$ cat config.mk
export PLATFORM = sky130hd
export DESIGN_NAME = sort_compare_sequencer
export DESIGN_NICKNAME = d
export VERILOG_FILES = /design/src/rtl/sort_compare_sequencer_pkg.sv /design/src/rtl/sort_compare_sequencer_index_counter.sv /design/src/rtl/sort_compare_sequencer.sv
export SDC_FILE = /design/constraint.sdc
export NUM_CORES = 1
export LEC_CHECK = 0
export ABC_CLOCK_PERIOD_IN_PS = 2000
export BUFFER_PORTS_ARGS = -buffer_cell sky130_fd_sc_hd__buf_2
export CORE_ASPECT_RATIO = 1.1
export CORE_MARGIN = 2
export CORE_UTILIZATION = 25
export DETAILED_ROUTE_END_ITERATION = 8
export SYNTH_ARGS = -nofsm -noshare
export SYNTH_HDL_FRONTEND = slang
export SYNTH_SLANG_ARGS = --single-unit
export TNS_END_PERCENT = 30
$ cat constraint.sdc
create_clock -name clk -period 2 [get_ports clk]
set_input_delay 0.2 -clock clk [delete_from_list [all_inputs] [get_ports clk]]
set_output_delay 0.2 -clock clk [all_outputs]
set_load 0.01 [all_outputs]
$ cat src/rtl/sort_compare_sequencer_pkg.sv
// Shared types and ALU opcodes for the bubble-sort offload sequencer.
package sort_pkg;

    typedef enum logic [2:0] {
        IDLE,
        RD0,
        RD1,
        RD2,
        CMP,
        WR0,
        WR1,
        DONE
    } sort_state_t;

    localparam logic [3:0] ALUOP_AND  = 4'b0000;
    localparam logic [3:0] ALUOP_OR   = 4'b0001;
    localparam logic [3:0] ALUOP_ADD  = 4'b0010;
    localparam logic [3:0] ALUOP_SUB  = 4'b0110;
    localparam logic [3:0] ALUOP_NOR  = 4'b1100;
    localparam logic [3:0] ALUOP_SLLI = 4'b1000;

endpackage

$ cat src/rtl/sort_compare_sequencer_index_counter.sv
// Pass / inner-index bookkeeping for the bubble sort, with end-of-pass decode.
module sort_index_counter #(
    parameter int N  = 8,
    parameter int AW = 3
) (
    input  logic          clk,
    input  logic          reset,
    input  logic          clear,
    input  logic          advance,
    output logic [AW-1:0] j,
    output logic [AW-1:0] j_next,
    output logic          last_compare,
    output logic          last_pass
);

    localparam logic [AW-1:0] LAST_J = AW'(N - 2);

    logic [AW-1:0] pass;

    // Each pass bubbles one more maximum into place, so the inner range shrinks.
    assign last_compare = (j == LAST_J - pass);
    assign last_pass    = (pass == LAST_J);
    assign j_next       = j + AW'(1);

    always_ff @(posedge clk or negedge reset) begin
        if (!reset) begin
            j    <= '0;
            pass <= '0;
        end else if (clear) begin
            j    <= '0;
            pass <= '0;
        end else if (advance) begin
            if (!last_compare) begin
                j <= j_next;
            end else if (!last_pass) begin
                pass <= pass + AW'(1);
                j    <= '0;
            end
        end
    end

endmodule

$ cat src/rtl/sort_compare_sequencer.sv
// Bubble-sort controller driving the EX-stage ALU and a synchronous scratch RAM.
// Optional early exit on a swap-free pass: define SORT_EARLY_EXIT_EN.
module sort_compare_sequencer
    import sort_pkg::*;
#(
    parameter int N  = 8,
    parameter int W  = 64,
    parameter int AW = 3
) (
    input  logic          clk,
    input  logic          reset,
    input  logic          start,
    output logic          busy,
    output logic          done,
    output logic [AW-1:0] mem_addr,
    output logic          mem_we,
    output logic [W-1:0]  mem_wdata,
    input  logic [W-1:0]  mem_rdata,
    output logic [W-1:0]  alu_a,
    output logic [W-1:0]  alu_b,
    output logic [3:0]    alu_op,
    input  logic          alu_zero,
    input  logic          alu_is_greater,
    output logic [15:0]   swap_count
);

    sort_state_t   state;
    logic [W-1:0]  x;
    logic [W-1:0]  y;
    logic [AW-1:0] j;
    logic [AW-1:0] j_next;
    logic          last_compare;
    logic          last_pass;
    logic          swap;
    logic          advance;
    logic          finish;

    // The ALU flags a<b on Is_Greater, so x>y is "neither equal nor less".
    assign swap    = !alu_zero && !alu_is_greater;
    assign advance = ((state == CMP) && !swap) || (state == WR1);
    assign alu_a   = x;
    assign alu_b   = y;

    sort_index_counter #(.N(N), .AW(AW)) u_index (
        .clk          (clk),
        .reset        (reset),
        .clear        ((state == IDLE) && start),
        .advance      (advance),
        .j            (j),
        .j_next       (j_next),
        .last_compare (last_compare),
        .last_pass    (last_pass)
    );

`ifdef SORT_EARLY_EXIT_EN
    logic pass_swapped;

    always_ff @(posedge clk or negedge reset) begin
        if (!reset) begin
            pass_swapped <= 1'b0;
        end else if ((state == IDLE) && start) begin
            pass_swapped <= 1'b0;
        end else if (advance && last_compare) begin
            pass_swapped <= 1'b0;
        end else if (state == WR1) begin
            pass_swapped <= 1'b1;
        end
    end

    // A swap landing in this very cycle still counts for the current pass.
    assign finish = last_compare && (last_pass || !(pass_swapped || (state == WR1)));
`else
    assign finish = last_compare && last_pass;
`endif

    always_comb begin
        mem_addr = '0;
        mem_we   = 1'b0;
        alu_op   = ALUOP_AND;
        case (state)
            RD0: mem_addr = j;
            RD1: mem_addr = j_next;
            CMP: alu_op   = ALUOP_SUB;
            WR0: begin
                mem_we   = 1'b1;
                mem_addr = j;
            end
            WR1: begin
                mem_we   = 1'b1;
                mem_addr = j_next;
            end
            default: ;
        endcase
    end

    always_ff @(posedge clk or negedge reset) begin
        if (!reset) begin
            state      <= IDLE;
            busy       <= 1'b0;
            done       <= 1'b0;
            mem_wdata  <= '0;
            x          <= '0;
            y          <= '0;
            swap_count <= '0;
        end else begin
            case (state)
                IDLE: begin
                    if (start) begin
                        state      <= RD0;
                        busy       <= 1'b1;
                        swap_count <= '0;
                    end
                end
                RD0: state <= RD1;
                RD1: begin
                    x     <= mem_rdata;
                    state <= RD2;
                end
                RD2: begin
                    y     <= mem_rdata;
                    state <= CMP;
                end
                CMP: begin
                    if (swap) begin
                        mem_wdata <= y;
                        state     <= WR0;
                    end else if (finish) begin
                        done  <= 1'b1;
                        state <= DONE;
                    end else begin
                        state <= RD0;
                    end
                end
                WR0: begin
                    mem_wdata <= x;
                    state     <= WR1;
                end
                WR1: begin
                    if (swap_count != 16'hFFFF) begin
                        swap_count <= swap_count + 16'd1;
                    end
                    if (finish) begin
                        done  <= 1'b1;
                        state <= DONE;
                    end else begin
                        state <= RD0;
                    end
                end
                DONE: begin
                    done  <= 1'b0;
                    busy  <= 1'b0;
                    state <= IDLE;
                end
                default: state <= IDLE;
            endcase
        end
    end

endmodule

# Word-level counts from Yosys, hierarchy flattened
# Index checks and enable logic that the tools add are counted.
[totals]
reg_bits = 219
output_inout_bits = 218
[op_classes]
addsub = 4
n_eq_ne = 16
n_mux = 25
n_reduce_logical = 24
[op_table]
columns = ["op", "count"]
rows = [
  ["64-bit one-hot mux with 2 select lines", 1],
  ["64-bit two-way mux", 1],
  ["3-bit two-way mux", 12],
  ["16-bit two-way mux", 2],
  ["16-bit one-hot mux with 2 select lines", 1],
  ["3-bit one-hot mux with 8 select lines", 1],
  ["16-bit by 1-bit adder with 16-bit output (second input constant)", 1],
  ["16-bit != test (second input constant)", 1],
  ["3-bit == test (second input constant)", 5],
  ["2-bit nonzero test", 5],
  ["2-bit AND reduction", 4],
  ["3-bit by 1-bit adder with 3-bit output (second input constant)", 2],
  ["3-bit by 2-bit == test with 1-bit output (second input constant)", 2],
  ["2-bit != test (second input constant)", 3],
  ["3-bit one-hot mux with 2 select lines", 1],
  ["3-bit AND reduction", 2],
  ["2-bit OR reduction", 3],
  ["1-bit logical AND", 4],
  ["1-bit two-way mux", 4],
  ["2-bit by 1-bit != test with 1-bit output (second input constant)", 2],
  ["3-bit by 1-bit == test with 1-bit output (second input constant)", 1],
  ["3-bit == test", 1],
  ["1-bit zero test", 3],
  ["3-bit zero test", 1],
  ["other kinds (6)", 6],
]

# Longest topological paths before layout
[depth]
ltp_word = 7
mapped_depth = 10
mapped_depth_nobuf = 6

# Hierarchy
# Synthesis repeated with hierarchy kept, for this count alone.
[unflattened]
hier_cells = 749
hier_area_um2 = 9457.8
[by_module_without_submodules]
columns = ["module", "n_inst", "cells_per_inst", "area_per_inst_um2"]
rows = [
  ["sort_compare_sequencer", 1, 706, 9036.2],
  ["sort_index_counter", 1, 43, 421.7],
]

# Least setup slack after synthesis
# OpenSTA, ideal clock, no wires.
[synth_path]
path_kind = "flip-flop to flip-flop"
startpoint = "reg swap_count[0]"
endpoint = "reg swap_count[14]"
setup_time_ns = 0.140
arrival_ns = 1.731
setup_slack_ns = 0.129
stages_incl_launch_ff = 6
n_path_buf = 0
period_less_slack_ns = 1.871
path_cell_list = "dfrtp_1 ha_1 nand4_1 or3_1 o311ai_0 o41ai_1"
[synth_via]
elab_chain_len = 3
[synth_lines]
columns = ["element", "line_no", "rtl"]
rows = [
  ["start: declaration", "sort_compare_sequencer.sv:24", "output logic [15:0] swap_count"],
  ["start signal: assignment", "sort_compare_sequencer.sv:140", "swap_count <= swap_count + 16'd1;"],
  ["16-bit by 1-bit adder with 16-bit output or 16-bit != test (tied branches)", "sort_compare_sequencer.sv:140, sort_compare_sequencer.sv:139", ""],
  ["16-bit two-way mux or 2-bit by 1-bit != test with 1-bit output (tied branches)", "-", ""],
  ["16-bit one-hot mux with 2 select lines or 3-bit AND reduction (tied branches)", "-", ""],
]
# Several ways; a longest one is shown, not always the timed one. The select of a mux whose other input is x is not followed.
# A chain may end at the register's enable or synchronous reset.

# Final worst setup path
[layout_path]
startpoint = "reg state[0]"
endpoint = "out alu_op[2]"
[layout_via]
elab_chain_len = 2
[layout_lines]
columns = ["element", "line_no", "rtl"]
rows = [
  ["start: declaration", "sort_compare_sequencer.sv:27", "sort_state_t state;"],
  ["start signal: assignment", "sort_compare_sequencer.sv:98", "state <= IDLE;"],
  ["start signal: assignment", "sort_compare_sequencer.sv:109", "state <= RD0;"],
  ["start signal: assignment", "sort_compare_sequencer.sv:114", "RD0: state <= RD1;"],
  ["3-bit == test", "sort_compare_sequencer.sv:80", "case (state)"],
  ["3-bit two-way mux", "sort_compare_sequencer.sv:80", ""],
  ["end: declaration", "sort_compare_sequencer.sv:21", "output logic [3:0] alu_op,"],
]
# No other way between the ends.

==> run metrics <==
run status=finished, final reports clean; Post-synth top flop=sky130_fd_sc_hd__dfrtp_1; most frequent cells in the layout=sky130_fd_sc_hd__buf_2 (283), sky130_fd_sc_hd__dfrtp_1 (215), sky130_fd_sc_hd__mux2_2 (129); arrival time of data at the critical path endpoint=~1800 ps; post-route antenna net violation count=0; min Tclk post-route=slightly below 2000 ps; Avg WL per Cell=roughly 16 µm; Initial Utilization=0.2535; Final Routed Wirelength=around 26000 µm; share of the yosys chip area belonging to registers=0.5822; Clk pwr share=0.221; combinational fraction of design power=0.404; share of the core filled with cells in the final layout=0.3559; switching power=7421 µW; GRT met3 Usage=0.03500; dominant cells by area after synthesis=sky130_fd_sc_hd__dfrtp_1 (58%), sky130_fd_sc_hd__mux2_2 (15%), sky130_fd_sc_hd__mux2i_1 (8.0%), sky130_fd_sc_hd__o21ai_0 (3.8%), sky130_fd_sc_hd__nand2_1 (3.5%); final net count=approximately 1.2k; wire length of the first global-routing pass=approximately 41000 µm; netlist area before placement=approximately 9400 µm²; Power Internal=between 10000 and 15000 µW; asr flop ratio synth=1.000; Die ar.=39220 µm²; Ant. Diodes=0; # Max-Cap Violations=0; horizontal die dimension=roughly 190 µm; highest ir drop seen on vdd=between 0.7 and 0.8 mV; GRT Max-Usage Layer=met2; fraction of final layout cells sized beyond drive strength 1=0.4522; class of the most critical setup path=reg -> out; number of H-tree levels=1; clk slew on worst S/H paths=~60 ps; DR vias=a little over 7k; FF+latch count, synth=roughly 220; area delta synth->final=40.38%; total count of hold-check failures in the final report=0; # port buffers=284; post-synthesis cell count=742; number of rows in the core area=74; Syn Area/Cell=12.69 µm²; most frequent standard cell in the layout excluding fill and tap cells=sky130_fd_sc_hd__buf_2; global-route track usage on met1=0.1589; Adder-Cell Fraction of Synth Area=0.01063; Routability Congestion=around 0.82; first-pass iteration count of the detailed router=4; number of synthesized flops with an enable pin=0; worst-path maximum fanout=4; type of the tightest min-delay check=in -> reg; Pwr per Cell Area=between 1500 and 2000 nW/µm²; switching part of the total=0.3553; count of synthesis-stage warnings from yosys=0; pre-CTS setup slack=between 20 and 30 ps; part of the total power dissipated in sequential elements=0.375; type of element launching the critical path=register; period utilisation layout=0.9790; met2 track demand over resource=0.2215; cell taking the most area after synthesis=sky130_fd_sc_hd__dfrtp_1; WP data required=approximately 1800 ps; clock tree from TritonCTS=yes; Leakage Power=a little over 0.006 µW; proportion of synthesized area in mux cells=0.2341; Max Fclk=0.5107 GHz; worst setup skew after layout=~14 ps; share of Yosys cell area claimed by the top area cell type=0.5822; Worst Slack Setup Final=42.03 ps; Die Ht=207.5 µm; count of final setup violators=0; pin count of the biggest net entering global routing=71; cell at the root of the clock tree=sky130_fd_sc_hd__clkbuf_16; Top Ports=287; unrepaired setup endpoints after global routing=true; number of sinks driven by the clock tree=219; area fraction in compound gates after synthesis=0.06819; xor/xnor cell area share of the yosys netlist=0.004254; number of antenna violations at the first check in global routing=1; Core ar.=around 37000 µm²; maximum clock insertion buffer count=3; insertion delay of the later-clocked pin in the worst-skew pair=530 ps; grt total ovfl=0; type of destination of the critical path=primary output; largest family of logic cells by synthesized area=multiplexers; first-iteration detailed-routing DRC count=233; number of global-route vias before repair=roughly 7.5k; detailed-route vias per instance=roughly 4.4; fin. max-slew vios=0; GRT Overall Usage=0.1309; simple-gate share of the synthesized area=0.07298; final routed DRC violation total=0; Cell variety after synth=48; TritonCTS buffer count=25; dpl hpwl=17560 µm
## layer usage
metal / vias to the layer above / wire length, µm / share of wire
met1: 3521 / 10830 / 0.42
met3: 45 / 1704 / 0.066
met5: - / 16 / 0.00062
met2: 207 / 12680 / 0.49
met4: 2 / 758 / 0.029
li1: 3380 / - / -
## logic make-up (layout without fill, tap and decap cells)
| group | Yosys count | count (layout) |
|---|---|---|
| compound gates | 110 | 110 |
| flops | 219 | 219 |
| buf+inv | 52 | 439 |
| mux | 204 | 204 |
| xor+xnor | 3 | 3 |
| other cells | 1 | 2 |
| fa+ha+maj | 8 | 8 |
| simple gates | 145 | 145 |
## cell usage after synthesis (2+ instances only)
master and number:
sky130_fd_sc_hd__nand4_1 5, sky130_fd_sc_hd__or3_1 3, sky130_fd_sc_hd__mux2i_1 75, sky130_fd_sc_hd__nand3_1 11, sky130_fd_sc_hd__ha_1 8, sky130_fd_sc_hd__dfrtp_1 219, sky130_fd_sc_hd__o311ai_0 3, sky130_fd_sc_hd__nand2b_1 7
sky130_fd_sc_hd__o22ai_1 4, sky130_fd_sc_hd__or4_1 2, sky130_fd_sc_hd__a31oi_1 2, sky130_fd_sc_hd__nor3_1 4, sky130_fd_sc_hd__inv_1 9, sky130_fd_sc_hd__nor4_1 2, sky130_fd_sc_hd__buf_2 28, sky130_fd_sc_hd__xor2_1 2
sky130_fd_sc_hd__o21ai_0 72, sky130_fd_sc_hd__mux2_2 129, sky130_fd_sc_hd__a21boi_0 2, sky130_fd_sc_hd__nor2b_1 4, sky130_fd_sc_hd__nand2_1 89, sky130_fd_sc_hd__and2_1 2, sky130_fd_sc_hd__a211oi_1 4, sky130_fd_sc_hd__nor2_1 5
sky130_fd_sc_hd__o31ai_1 3, sky130_fd_sc_hd__and3_1 3, sky130_fd_sc_hd__a22o_1 2, sky130_fd_sc_hd__a21oi_1 10, sky130_fd_sc_hd__o21a_1 2, sky130_fd_sc_hd__buf_4 5, sky130_fd_sc_hd__o41ai_1 2, sky130_fd_sc_hd__clkbuf_1 8
## layout make-up
class | instances | area, µm²
fillers | 3703 | 23910
flip-flops and latches | 219 | 5485
multi-input cells | 472 | 3739
repair buffers | 391 | 2526
clock buffers | 34 | 709.4
well taps | 494 | 618.1
clock inverters | 5 | 102.6
inverters | 9 | 33.78
## timing repair
item                                    4_1_cts  5_1_grt
endpoints found under the setup margin        6        9
resized for setup                            13        8
hold buffers                                 65        0
endpoints found under the hold margin       323        0
buffers inserted                              2        4
pin swaps                                     0        3
## worst max-delay path, stage by stage, from the launching register on
cell,delay [ps]
sky130_fd_sc_hd__dfrtp_2,440
sky130_fd_sc_hd__inv_2,100
sky130_fd_sc_hd__ha_2,220
sky130_fd_sc_hd__nand2_2,80
sky130_fd_sc_hd__buf_4,160
sky130_fd_sc_hd__inv_1,100
sky130_fd_sc_hd__buf_2,140
## worst paths after layout
kind / endpoint / slack, ps / depth (start not counted) / from
max: alu_op[2] / 40 / 6 / state[0]$_DFFE_PN0P_
min reg2reg: mem_wdata[6]$_DFFE_PN0P_ / 470 / 2 / mem_wdata[6]$_DFFE_PN0P_
min: state[2]$_DFFE_PN0P_ / 100 / 4 / alu_is_greater
max reg2reg: alu_b[47]$_DFFE_PN0N_ / 50 / 6 / state[1]$_DFFE_PN0P_
max in group asynchronous: alu_a[25]$_DFFE_PN0P_ / 1140 / 3 / reset
min in group asynchronous: alu_b[58]$_DFFE_PN0N_ / 180 / 2 / reset
## power groups by stage
stage               combinational [µW]  sequential [µW]  clock, µW
finish                            8450             7830       4610
global route                      9200             8150       4940
CTS                               8490             7860       4760
detailed placement                8300             7900          0
global placement                  8170             7800          0
floorplan                         3850             8630          0
## flip-flops by register name (all words and copies together) (netlist names)
signal	flops
state	3
done	1
u_index.j	3
busy	1
swap_count	16
alu_a	64
u_index.pass	3
alu_b	64
mem_wdata	64
## per-stage QoR
stage	power [µW]	std cells	TNS [ps]	hold WS (ps)	cell area [µm²]
global placement	15970	1514	0	134.2	11650
finish	20890	1624	0	97.53	13210
floorplan	12480	743	0	-95.59	9417
CTS	21110	1620	-21.50	66.56	13180
global route	22300	1624	-344.5	105.4	13210
detailed placement	16200	1514	0	137.6	11650
Power figures use the tool's default switching activity.
